`src/rtl/ai_dma_pkg.sv`:
```
// Shared definitions for the AI DMA chain: FSM state encoding and bus constants.
package ai_dma_pkg;

  typedef enum logic [2:0] {
    IDLE  = 3'd0,
    RECV  = 3'd1,
    WRITE = 3'd2,
    DRAIN = 3'd3,
    DONE  = 3'd4
  } dma_state_e;

  localparam logic [3:0] DMA_BE_ALL     = 4'hF;
  localparam int         DMA_WORD_BYTES = 4;

endpackage

```
`src/rtl/dma_stream_writer_if.sv`:
```
// Stream sink and Avalon-MM write-master signals of the DMA stream writer.
// The master modport is the DMA side; the slave modport is the attached
// upstream stream stage plus memory slave.
interface dma_stream_writer_if #(
  parameter int ADDR_W = 32
);
  logic              avs_m2_valid;
  logic [31:0]       avs_m2_data;
  logic              avs_m2_startofpacket;
  logic              avs_m2_endofpacket;
  logic              avs_m2_ready;
  logic [ADDR_W-1:0] avm_address;
  logic              avm_write;
  logic [31:0]       avm_writedata;
  logic [3:0]        avm_byteenable;
  logic              avm_waitrequest;

  modport master (
    input  avs_m2_valid, avs_m2_data, avs_m2_startofpacket, avs_m2_endofpacket,
    input  avm_waitrequest,
    output avs_m2_ready, avm_address, avm_write, avm_writedata, avm_byteenable
  );

  modport slave (
    output avs_m2_valid, avs_m2_data, avs_m2_startofpacket, avs_m2_endofpacket,
    output avm_waitrequest,
    input  avs_m2_ready, avm_address, avm_write, avm_writedata, avm_byteenable
  );
endinterface

```
`src/rtl/dma_stream_writer.sv`:
```
// Stream-to-memory sink: takes packed-byte stream words and writes them one
// per beat to consecutive word addresses, flagging packet-length mismatches.
module dma_stream_writer
  import ai_dma_pkg::*;
#(
  parameter int ADDR_W = 32
) (
  input  logic              clk,
  input  logic              rst,
  input  logic              start,
  input  logic [ADDR_W-1:0] base_addr,
  input  logic [15:0]       length,
  output logic              busy,
  output logic              done,
  output logic              err,
  output logic [15:0]       wr_count,
  dma_stream_writer_if.master bus
);

  logic              b_start;
  logic [ADDR_W-1:2] b_base;
  logic [13:0]       b_words;

  dma_state_e        f_state, n_state;
  logic [ADDR_W-1:0] f_addr, n_addr;
  logic [13:0]       f_remaining, n_remaining;
  logic [31:0]       f_data, n_data;
  logic              f_eop, n_eop;
  logic              f_err, n_err;
  logic [15:0]       f_wr_count, n_wr_count;

  // Byte-offset bits and start-of-packet carry no information for this sink.
  logic unused_bits;
  assign unused_bits = ^{base_addr[1:0], length[1:0], bus.avs_m2_startofpacket};

  function automatic logic [15:0] sat_inc16(input logic [15:0] v);
    return (v == 16'hFFFF) ? v : v + 16'd1;
  endfunction

  // Register the command inputs every cycle; the FSM only sees these copies.
  always_ff @(posedge clk or negedge rst) begin
    if (!rst) begin
      b_start <= 1'b0;
      b_base  <= '0;
      b_words <= '0;
    end else begin
      b_start <= start;
      b_base  <= base_addr[ADDR_W-1:2];
      b_words <= length[15:2];
    end
  end

  // Next-state and datapath update for the transfer FSM.
  always_comb begin
    n_state     = f_state;
    n_addr      = f_addr;
    n_remaining = f_remaining;
    n_data      = f_data;
    n_eop       = f_eop;
    n_err       = f_err;
    n_wr_count  = f_wr_count;
    unique case (f_state)
      IDLE: begin
        if (b_start) begin
          n_err      = 1'b0;
          n_wr_count = '0;
          if (b_words != 14'd0) begin
            n_addr      = {b_base, 2'b00};
            n_remaining = b_words;
            n_state     = RECV;
          end else begin
            n_state = DONE;
          end
        end
      end
      RECV: begin
        if (bus.avs_m2_valid) begin
          n_data  = bus.avs_m2_data;
          n_eop   = bus.avs_m2_endofpacket;
          n_state = WRITE;
        end
      end
      WRITE: begin
        if (!bus.avm_waitrequest) begin
          n_addr      = f_addr + ADDR_W'(DMA_WORD_BYTES);
          n_remaining = f_remaining - 14'd1;
          n_wr_count  = sat_inc16(f_wr_count);
          if (f_eop) begin
            // eop before the last expected word is a short packet
            if (f_remaining != 14'd1) n_err = 1'b1;
            n_state = DONE;
          end else if (f_remaining == 14'd1) begin
            // buffer full but packet continues: swallow the rest
            n_err   = 1'b1;
            n_state = DRAIN;
          end else begin
            n_state = RECV;
          end
        end
      end
      DRAIN: begin
        if (bus.avs_m2_valid && bus.avs_m2_endofpacket) n_state = DONE;
      end
      DONE:    n_state = IDLE;
      default: n_state = IDLE;
    endcase
  end

  // FSM and datapath registers, all cleared by the asynchronous reset.
  always_ff @(posedge clk or negedge rst) begin
    if (!rst) begin
      f_state     <= IDLE;
      f_addr      <= '0;
      f_remaining <= '0;
      f_data      <= '0;
      f_eop       <= 1'b0;
      f_err       <= 1'b0;
      f_wr_count  <= '0;
    end else begin
      f_state     <= n_state;
      f_addr      <= n_addr;
      f_remaining <= n_remaining;
      f_data      <= n_data;
      f_eop       <= n_eop;
      f_err       <= n_err;
      f_wr_count  <= n_wr_count;
    end
  end

  assign busy               = (f_state != IDLE);
  assign done               = (f_state == DONE);
  assign err                = f_err;
  assign wr_count           = f_wr_count;
  assign bus.avs_m2_ready   = (f_state == RECV) || (f_state == DRAIN);
  assign bus.avm_write      = (f_state == WRITE);
  assign bus.avm_address    = f_addr;
  assign bus.avm_writedata  = f_data;
  assign bus.avm_byteenable = DMA_BE_ALL;

endmodule
```
`src/flat_wrapper.sv`:
```
// flat-port wrapper written by rule: the top's interface ports become plain ports
module dma_stream_writer_flat import ai_dma_pkg::*;
#(
  parameter int ADDR_W = 32
)
  (clk, rst, start, base_addr, length, busy, done, err, wr_count, bus_avs_m2_valid, bus_avs_m2_data, bus_avs_m2_startofpacket, bus_avs_m2_endofpacket, bus_avm_waitrequest, bus_avs_m2_ready, bus_avm_address, bus_avm_write, bus_avm_writedata, bus_avm_byteenable);
  dma_stream_writer_if #(.ADDR_W(ADDR_W)) bus_i ();
  input  logic clk;
  input  logic rst;
  input  logic start;
  input  logic [ADDR_W-1:0] base_addr;
  input  logic [15:0] length;
  output logic busy;
  output logic done;
  output logic err;
  output logic [15:0] wr_count;
  input wire logic [$bits(bus_i.avs_m2_valid)-1:0] bus_avs_m2_valid;
  input wire logic [$bits(bus_i.avs_m2_data)-1:0] bus_avs_m2_data;
  input wire logic [$bits(bus_i.avs_m2_startofpacket)-1:0] bus_avs_m2_startofpacket;
  input wire logic [$bits(bus_i.avs_m2_endofpacket)-1:0] bus_avs_m2_endofpacket;
  input wire logic [$bits(bus_i.avm_waitrequest)-1:0] bus_avm_waitrequest;
  output wire logic [$bits(bus_i.avs_m2_ready)-1:0] bus_avs_m2_ready;
  output wire logic [$bits(bus_i.avm_address)-1:0] bus_avm_address;
  output wire logic [$bits(bus_i.avm_write)-1:0] bus_avm_write;
  output wire logic [$bits(bus_i.avm_writedata)-1:0] bus_avm_writedata;
  output wire logic [$bits(bus_i.avm_byteenable)-1:0] bus_avm_byteenable;
  assign bus_i.avs_m2_valid = bus_avs_m2_valid;
  assign bus_i.avs_m2_data = bus_avs_m2_data;
  assign bus_i.avs_m2_startofpacket = bus_avs_m2_startofpacket;
  assign bus_i.avs_m2_endofpacket = bus_avs_m2_endofpacket;
  assign bus_i.avm_waitrequest = bus_avm_waitrequest;
  assign bus_avs_m2_ready = bus_i.avs_m2_ready;
  assign bus_avm_address = bus_i.avm_address;
  assign bus_avm_write = bus_i.avm_write;
  assign bus_avm_writedata = bus_i.avm_writedata;
  assign bus_avm_byteenable = bus_i.avm_byteenable;
  dma_stream_writer #(.ADDR_W(ADDR_W)) u_core (.clk(clk), .rst(rst), .start(start), .base_addr(base_addr), .length(length), .busy(busy), .done(done), .err(err), .wr_count(wr_count), .bus(bus_i));
endmodule
```
`config.mk`:
```
export PLATFORM = sky130hd
export DESIGN_NAME = dma_stream_writer_flat
export DESIGN_NICKNAME = d
export VERILOG_FILES = /design/src/rtl/ai_dma_pkg.sv /design/src/rtl/dma_stream_writer_if.sv /design/src/rtl/dma_stream_writer.sv /design/src/flat_wrapper.sv
export SDC_FILE = /design/constraint.sdc
export NUM_CORES = 1
export LEC_CHECK = 0
export BUFFER_PORTS_ARGS = -buffer_cell sky130_fd_sc_hd__buf_4
export CORE_MARGIN = 1.5
export CORE_UTILIZATION = 45
export DETAILED_ROUTE_END_ITERATION = 8
export PLACE_DENSITY = 0.7
export SLEW_MARGIN = 30
export SYNTH_ARGS = -nofsm -noshare
export SYNTH_HDL_FRONTEND = slang
export SYNTH_SLANG_ARGS = --single-unit
```
`constraint.sdc`:
```
create_clock -name clk -period 2.25 [get_ports clk]
set_input_delay 0.3375 -clock clk [delete_from_list [all_inputs] [get_ports clk]]
set_output_delay 0.3375 -clock clk [all_outputs]
set_load 0.01 [all_outputs]
```
Yosys cells after proc, flatten, opt, wreduce, memory -nomap -nowiden
Index checks and enable logic that the tools add are counted.
- memories: 0
- bits in registers: 144
- input bits: 87
- latch bits: 0
- output and inout port bits: 89
- RAM bits: 0
- ROM bits: 0
- multipliers: 0
- order comparisons: 0
- shift operators: 0
- reduce and logical (&&, ||, !) cells: 11
- eq/ne operators: 15
- bitwise operators: 0
- $add $sub $neg: 3
- muxes and demuxes: 26
- divide/modulo/power cells: 0
- operators by type and width (operator ; count):
    $mux 32 ; 3
    $pmux 32 s2 ; 1
    $mux 16 ; 3
    $mux 14 ; 3
    $add 32x3->32 const B ; 1
    $pmux 16 s2 ; 1
    $pmux 14 s2 ; 1
    $mux 3 ; 6
    $add 16x1->16 const B ; 1
    $eq 16x16->1 const B ; 1
    $eq 14x1->1 const B ; 1
    $ne 14x1->1 const B ; 1
    $reduce_bool 14->1 ; 1
    $sub 14x1->14 const B ; 1
    $pmux 3 s4 ; 1
    $reduce_and 4->1 ; 3
    $eq 3x2->1 const B ; 2
    $ne 2x1->1 const B ; 3
    $ne 2x2->1 const B ; 3
    $mux 1 ; 5
    $reduce_and 5->1 ; 1
    $eq 3x1->1 const B ; 1
    $eq 3x3->1 const B ; 1
    $logic_not 3->1 ; 1
    9 further kinds ; 9

Logic depth before layout (Yosys ltp)
Gate-level depths: netlist of run 1.
- word-level depth: 5
- mapped depth: 9

Worst setup path before layout of run 1
Ideal clock, no wire load.
- path kind: register -> register
- from: register u_core.f_remaining[0]
- to: register u_core.f_remaining[8]
- path slack: 0.315 ns
- period minus slack after synthesis: 1.935 ns
- stages on the path, launching flop included: 8
- arrival: 1.814 ns
- setup time: 0.121 ns
- path through: dfrtp_1 > inv_1 > ha_1 > or3b_2 > nor3_4 > nor3b_1 > o21ai_0 > a22o_1
- cells in the longest elaborated chain, start to end: 3
- ends and longest elaborated chain (element ; RTL line ; source):
    from (decl) ; dma_stream_writer.sv:26 ; logic [13:0] f_remaining, n_remaining;
    from (signal assigned) ; dma_stream_writer.sv:122 ; f_remaining <= n_remaining;
    $sub 14x1->14 ; dma_stream_writer.sv:86 ; n_remaining = f_remaining - 14'd1;
    $mux 14 ; dma_stream_writer.sv:84 ; if (!bus.avm_waitrequest) begin
    $pmux 14 s2 ; dma_stream_writer.sv:62 ; unique case (f_state)
Every way passes these cells. The select of a mux whose other input is x is not followed.
A chain may end at the register's enable or synchronous reset.

Worst setup path after layout of run 1
- from: register u_core.f_state[1]
- to: output port bus_avm_write
- cells in the longest elaborated chain, start to end: 1
- ends and longest elaborated chain (element ; RTL line ; source):
    from (decl) ; dma_stream_writer.sv:24 ; dma_state_e f_state, n_state;
    from (signal assigned) ; dma_stream_writer.sv:120 ; f_state <= n_state;
    $eq 3x2->1 ; dma_stream_writer.sv:135 ; assign bus.avm_write = (f_state == WRITE);
    to (decl) ; flat_wrapper.sv:24 ; output wire logic [$bits(bus_i.avm_write)-1:0] bus_avm_write;
Every way passes these cells.

==> results of run 1 <==
## worst max path at each step
stage | startpoint | to | slack, ps | depth (start not counted)
2_1_floorplan | u_core.f_remaining[0] | u_core.f_remaining[8] | 310 | 7
3_3_place_gp | u_core.f_state[1] | u_core.bus.avm_address[17] | 240 | 7
3_5_place_dp | u_core.f_state[1] | u_core.bus.avm_address[17] | 220 | 7
4_1_cts | u_core.f_state[1] | bus_avm_write | 20 | 5
5_1_grt | u_core.f_state[1] | bus_avm_write | 10 | 5
6_report | u_core.f_state[1] | bus_avm_write | 90 | 5
## cells by family (layout without fill, tap and decap cells)
| logic type | count (synthesis) | after routing | synth area share [%] |
|---|---|---|---|
| muxes | 39 | 39 | 6.65 |
| and+or+nand+nor | 203 | 204 | 16.9 |
| adders and majority gates | 4 | 4 | 0.766 |
| other | 2 | 6 | 0.115 |
| DFF | 142 | 142 | 54.4 |
| buffers and inverters | 57 | 229 | 4.52 |
| xor gates and xnor gates | 5 | 5 | 0.670 |
| AOI/OAI and AO/OA | 166 | 166 | 16.0 |
## registers in the layout, indices dropped and copies added, names as in the netlist
signal	count
u_core.f_state	3
u_core.wr_count	16
u_core.b_base	30
u_core.b_words	14
u_core.f_eop	1
u_core.bus.avm_writedata	32
u_core.bus.avm_address	30
u_core.b_start	1
u_core.f_remaining	14
u_core.err	1
## placed cells by master, fill, tap and decap left out, types with 8 or more instances in the layout
master | netlist | final
nor4_1 | 13 | 13
buf_4 | 10 | 178
o22ai_1 | 8 | 8
nand3_1 | 20 | 20
nand4_1 | 20 | 20
nand2_1 | 47 | 47
nor2_1 | 39 | 39
nor3_1 | 15 | 15
o21ai_0 | 50 | 50
inv_1 | 10 | 10
a21oi_1 | 52 | 51
a2bb2oi_1 | 13 | 13
and3_1 | 11 | 11
clkbuf_16 | 0 | 18
dfrtp_1 | 142 | 142
mux2_2 | 35 | 35
## metal layers
layer / part of all wire, % / vias up / track usage [%]
met5: 0 / - / 0
met4: 2.1 / 0 / 10.1
met3: 6.8 / 32 / 5.49
met2: 50 / 215 / 37.7
met1: 41 / 2749 / 30.1
li1: - / 2600 / -
## final cells by class
type	count	area share (%)
Clock buffer	19	5.00
Clock inverter	13	2.18
Inverter	11	0.535
Multi-Input combinational cell	424	31.5
Sequential cell	142	41.1
Tap cell	180	2.60
Timing Repair Buffer	186	17.1
## power breakdown
group	switching, mW	total [mW]	internal, mW
combinational	2.32	4.50	2.18
clock	1.10	2.96	1.86
sequential	0.845	4.20	3.35
total	4.26	11.7	7.40
## stage by stage
stage          worst slack, ps  hold slack, ps
2_1_floorplan              315            41.9
3_3_place_gp               242             290
3_5_place_dp               218             301
4_1_cts                   23.3            3.80
5_1_grt                   14.5           0.962
6_report                  85.5            15.8
## what timing repair did
item,4_1_cts,5_1_grt
hold buffers,1,0
gates resized for setup,0,2
hold endpoints to repair,44,0
endpoints found under the setup margin,1,1
gates cloned,1,1
setup buffers,1,0
==> flow_metrics.py, run 1 <==
metrics = {
    "run_status": {
        "status": "completed",
    },
    "yosys": {
        "synth_area_leaders": "dfrtp_1 54%, mux2_2 6.0%, a21oi_1 4.0%, o21ai_0 3.8%, nand2_1 2.7%",
        "synth-main-ff-cell": "dfrtp_1",
        "ys_async_sr_fraction_pct": 100,
        "synth-edff-count": 0,
        "yosysTopAreaCellShare_pct": 54.4,
        "synth_area_sq_mm": 0.00653,
        "synth_cell_types": 63,
        "yosysTopAreaCell": "dfrtp_1",
        "yosys_register_bits": 142,
        "syn_avg_cell_area_sq_um": 10.6,
        "seq_area_frac_synth_pct": 54.4,
        "yosysWarnings": 0,
        "syn_inst": 618,
        "synth.most_common_cell": "dfrtp_1",
        "synth_common_cells": "142 x dfrtp_1, 52 x a21oi_1, 50 x o21ai_0, 47 x nand2_1, 39 x nor2_1",
    },
    "sta": {
        "slew_viol_final": 0,
        "min_period_ps": 2160,
        "tightestPinTransition_ps": 593,
        "hold_viol": 0,
        "rsz0062_at_grt": "false",
        "fin_crit_sh_pct": 96.2,
        "finalSetupTns_ps": 0,
        "fmax_mhz": 462,
        "fin_worst_skew_ps": 5.85,
        "maxSlewHeadroom_pct": 60.4,
        "finalSetupViolations": 0,
    },
    "placed_design": {
        "hpwlAfterDp_mm": 11.6,
        "place_area_sq_mm": 0.00798,
        "place_congestion": 0.874,
        "placedCellCount": 939,
        "io_buffers": 164,
    },
    "finish": {
        "layout.nets": 873,
        "multi_input_area_sq_mm": 0.00272,
        "fin_area_sq_mm": 0.00865,
        "insertedDiodeCount": 0,
        "stdcell_count": 975,
        "drive_above_1_share_pct": 33.7,
        "area_delta_synth_final_pct": 32.4,
        "regArea_sq_mm": 0.00355,
        "final_util_pct": 61.6,
        "fill_cells": 1104,
    },
    "global_routing": {
        "antenna_found_initial": 0,
        "grt_max_degree": 50,
        "grt_pass1_wl_mm": 27.3,
        "first_global_vias": 5432,
        "track_usage_pct": 23.3,
        "gr-total-overflow": 0,
    },
    "detailed_routing": {
        "drt-wirelength-per-cell_um": 17.8,
        "route.detailed.drc": 0,
        "totalWireLength_mm": 17.3,
        "via_count": 5596,
        "drtPass1Iterations": 5,
        "viasPerCell": 5.74,
        "ant_nets": 0,
        "drt_iter0_markers": 528,
    },
    "pwr": {
        "power_mw": 11.7,
        "vdd_drop_max_v": 0.000646,
        "leakage_nw": 3.83,
        "power_density_mw_per_mm2": 1350,
    },
    "setup_path": {
        "crit_slowest_cell": "or3b_4",
        "worst_path_largest_cell_delay_ps": 430,
        "cp_top_family": "buffers and inverters",
        "cp.buffers_inverters": 4,
        "crit_type": "flop to output port",
        "crit_fanout": 22,
        "ff2ff_setup_slack_ps": 200,
        "critPathLaunchType": "flop",
        "reg2reg_depth": 7,
        "path_common_cell": "buf_4",
        "worstPathRequired_ps": 1910,
        "crit_path_end_kind": "output port",
        "crit_arrival_ps": 1830,
        "r2r-start": "u_core.f_state[1]",
        "path_cells": "buf_4 -> or3b_4 -> inv_6 -> buf_12 -> buf_4",
        "worstReg2RegEnd": "u_core.wr_count[12]",
    },
    "clock_tree": {
        "clockRootBuffer": "clkbuf_16",
        "numCtsBuffers": 17,
        "clk_latency_ps": 430,
        "cts_tree": "yes",
        "cts_buffer_depth": 2,
        "cts.sinks": 142,
        "h-tree-depth": 4,
        "clk_pin_slew_worst_paths_ps": 60,
    },
    "floorplanning": {
        "die_h_um": 123,
        "rows": 43,
        "ioPinCount": 176,
        "start_util_pct": 46.5,
        "dieWidth_um": 123,
        "die_area_sq_mm": 0.0153,
        "coreArea_sq_mm": 0.0140,
    },
    "hold_path": {
        "whs_path_depth": 1,
        "hp-start": "length[12]",
        "hold_class": "input pin to flop",
        "hold_end": "u_core.b_words[10]",
    },
    "run": {
        "maxCapViolCount": 0,
    },
}
(Power assumes the default switching activity.)
==> inputs of run 2 (changes only) <==
--- a/config.mk
+++ b/config.mk
@@ -7,9 +7,10 @@
 export LEC_CHECK = 0
 export BUFFER_PORTS_ARGS = -buffer_cell sky130_fd_sc_hd__buf_4
 export CORE_MARGIN = 1.5
-export CORE_UTILIZATION = 45
+export CORE_UTILIZATION = 40
+export CTS_CLUSTER_DIAMETER = 150
+export CTS_CLUSTER_SIZE = 10
 export DETAILED_ROUTE_END_ITERATION = 8
-export PLACE_DENSITY = 0.7
 export SLEW_MARGIN = 30
 export SYNTH_ARGS = -nofsm -noshare
 export SYNTH_HDL_FRONTEND = slang
==> run 2 against run 1 <==
Hold slack better by 9.6 ps. Global-route usage down 3.3 points. First-iteration DRC count down 32%. Setup slack worse by 14 ps. Largest power group unchanged. Highest routed layer unchanged.
==> flow_metrics.py, run 2 (synthesis results as in run 1) <==
metrics = {
    "setup_path": {
        "crit_path_end_kind": "output port",
        "cp-startpoint": "u_core.f_state[2]",
        "crit_type": "flop to output port",
        "r2r-start": "u_core.f_remaining[0]",
        "worstPathRequired_ps": 1910,
        "crit_fanout": 21,
        "crit_arrival_ps": 1840,
        "ff2ff_setup_slack_ps": 190,
        "critPathLaunchType": "flop",
    },
    "clock_tree": {
        "clk_pin_slew_worst_paths_ps": 60,
        "clk_latency_ps": 420,
        "cts_buffer_depth": 2,
        "clockRootBuffer": "clkbuf_16",
        "h-tree-depth": 4,
        "cts_setup_buffers": 0,
        "numCtsBuffers": 17,
        "cts.sinks": 142,
        "cts_tree": "yes",
    },
    "sta": {
        "tightestPinTransition_ps": 544,
        "hold_viol": 0,
        "finalSetupTns_ps": 0,
        "finalSetupViolations": 0,
        "rsz0062_at_grt": "false",
        "fin_worst_skew_ps": 12.9,
        "slew_viol_final": 0,
        "fin_crit_sh_pct": 96.8,
        "min_period_ps": 2180,
        "maxSlewHeadroom_pct": 63.8,
        "fmax_mhz": 459,
    },
    "floorplanning": {
        "die_area_sq_mm": 0.0171,
        "die_h_um": 131,
        "start_util_pct": 41.0,
        "dieWidth_um": 131,
        "ioPinCount": 176,
        "rows": 46,
        "coreArea_sq_mm": 0.0159,
    },
    "global_routing": {
        "grt_max_degree": 53,
        "first_global_vias": 5196,
        "track_usage_pct": 20.0,
        "gr-total-overflow": 0,
        "antenna_found_initial": 0,
        "grt_pass1_wl_mm": 26.4,
    },
    "run_status": {
        "status": "completed",
    },
    "detailed_routing": {
        "viasPerCell": 5.39,
        "ant_nets": 0,
        "drt_iter0_markers": 361,
        "route.detailed.drc": 0,
        "drtPass1Iterations": 5,
        "totalWireLength_mm": 16.9,
        "drt-wirelength-per-cell_um": 16.7,
        "via_count": 5468,
    },
    "hold_path": {
        "hold_class": "input pin to flop",
        "hp-start": "base_addr[11]",
    },
    "finish": {
        "final_cell_mix": "182 x buf_4, 141 x dfrtp_1, 51 x a21oi_1",
        "layout_commonest_cell": "buf_4",
        "insertedDiodeCount": 0,
        "fill_cells": 1453,
        "stdcell_count": 1014,
        "drive_above_1_share_pct": 33.8,
        "area_delta_synth_final_pct": 32.7,
        "largest_reg_flops": 32,
        "layout.nets": 877,
    },
    "run": {
        "maxCapViolCount": 0,
    },
    "pwr": {
        "vdd_drop_max_v": 0.000661,
        "leakage_nw": 3.83,
        "power_density_mw_per_mm2": 1310,
    },
    "placed_design": {
        "io_buffers": 164,
        "place_congestion": 0.808,
        "hpwlAfterDp_mm": 12.0,
        "placedCellCount": 979,
    },
}
-- run 2: critical path, cell delays in order, from the launching register on --
cell and delay (ps):
dfrtp_1 450, or3b_4 470, inv_4 170, buf_12 180, buf_4 140
-- run 2: path summary, 6_finish.rpt --
kind,end,depth (start not counted)
setup / recovery,bus_avm_write,4
hold / removal,u_core.b_base[11],1
setup reg to reg,u_core.f_remaining[12],8
hold reg to reg,u_core.bus.avm_address[2],2
max in group asynchronous,u_core.bus.avm_writedata[24],3
min in group asynchronous,u_core.wr_count[7],2
-- run 2: final cells by class --
class	instances	area, sq um	area share, %
Clock buffer	21	460	5.31
Clock inverter	10	114	1.31
Inverter	11	43.8	0.505
Multi-Input combinational cell	423	2720	31.3
Sequential cell	142	3550	41.0
Tap cell	216	270	3.12
Timing Repair Buffer	191	1510	17.4
-- run 2: power breakdown --
group          internal (mW)  leakage, nW  switching (mW)
Combinational           2.17         1.85            2.27
Clock                   1.68        0.283            1.06
Sequential              3.36         1.70           0.807
Total                   7.21         3.83            4.14
-- run 2: metrics by stage --
stage	setup WS (ps)	total power [mW]	hold WS (ps)	cell area [sq um]	utilization (%)
finish	71.9	11.3	25.5	8670	54.4
global route	4.10	12.1	1.84	8670	54.4
CTS	6.87	11.4	7.76	8620	54.1
detailed placement	199	8.62	261	8040	50.4
global placement	295	8.45	260	8040	50.4
floorplan	315	6.68	41.9	6550	-
-- run 2: per-layer routing --
| layer | up-vias | global-route usage (%) | wire length (um) |
|---|---|---|---|
| li1 | 2594 | - | - |
| met3 | 19 | 4.52 | 776 |
| met5 | - | 0 | 0 |
| met4 | 0 | 7.11 | 301 |
| met2 | 157 | 33.8 | 8730 |
| met1 | 2698 | 25.4 | 7130 |
-- run 2: repair_timing --
action / in CTS / in global routing
gates resized for setup: 1 / 1
gates cloned: 0 / 1
hold buffers: 1 / 2
endpoints found under the setup margin: 1 / 1
endpoints found under the hold margin: 34 / 2
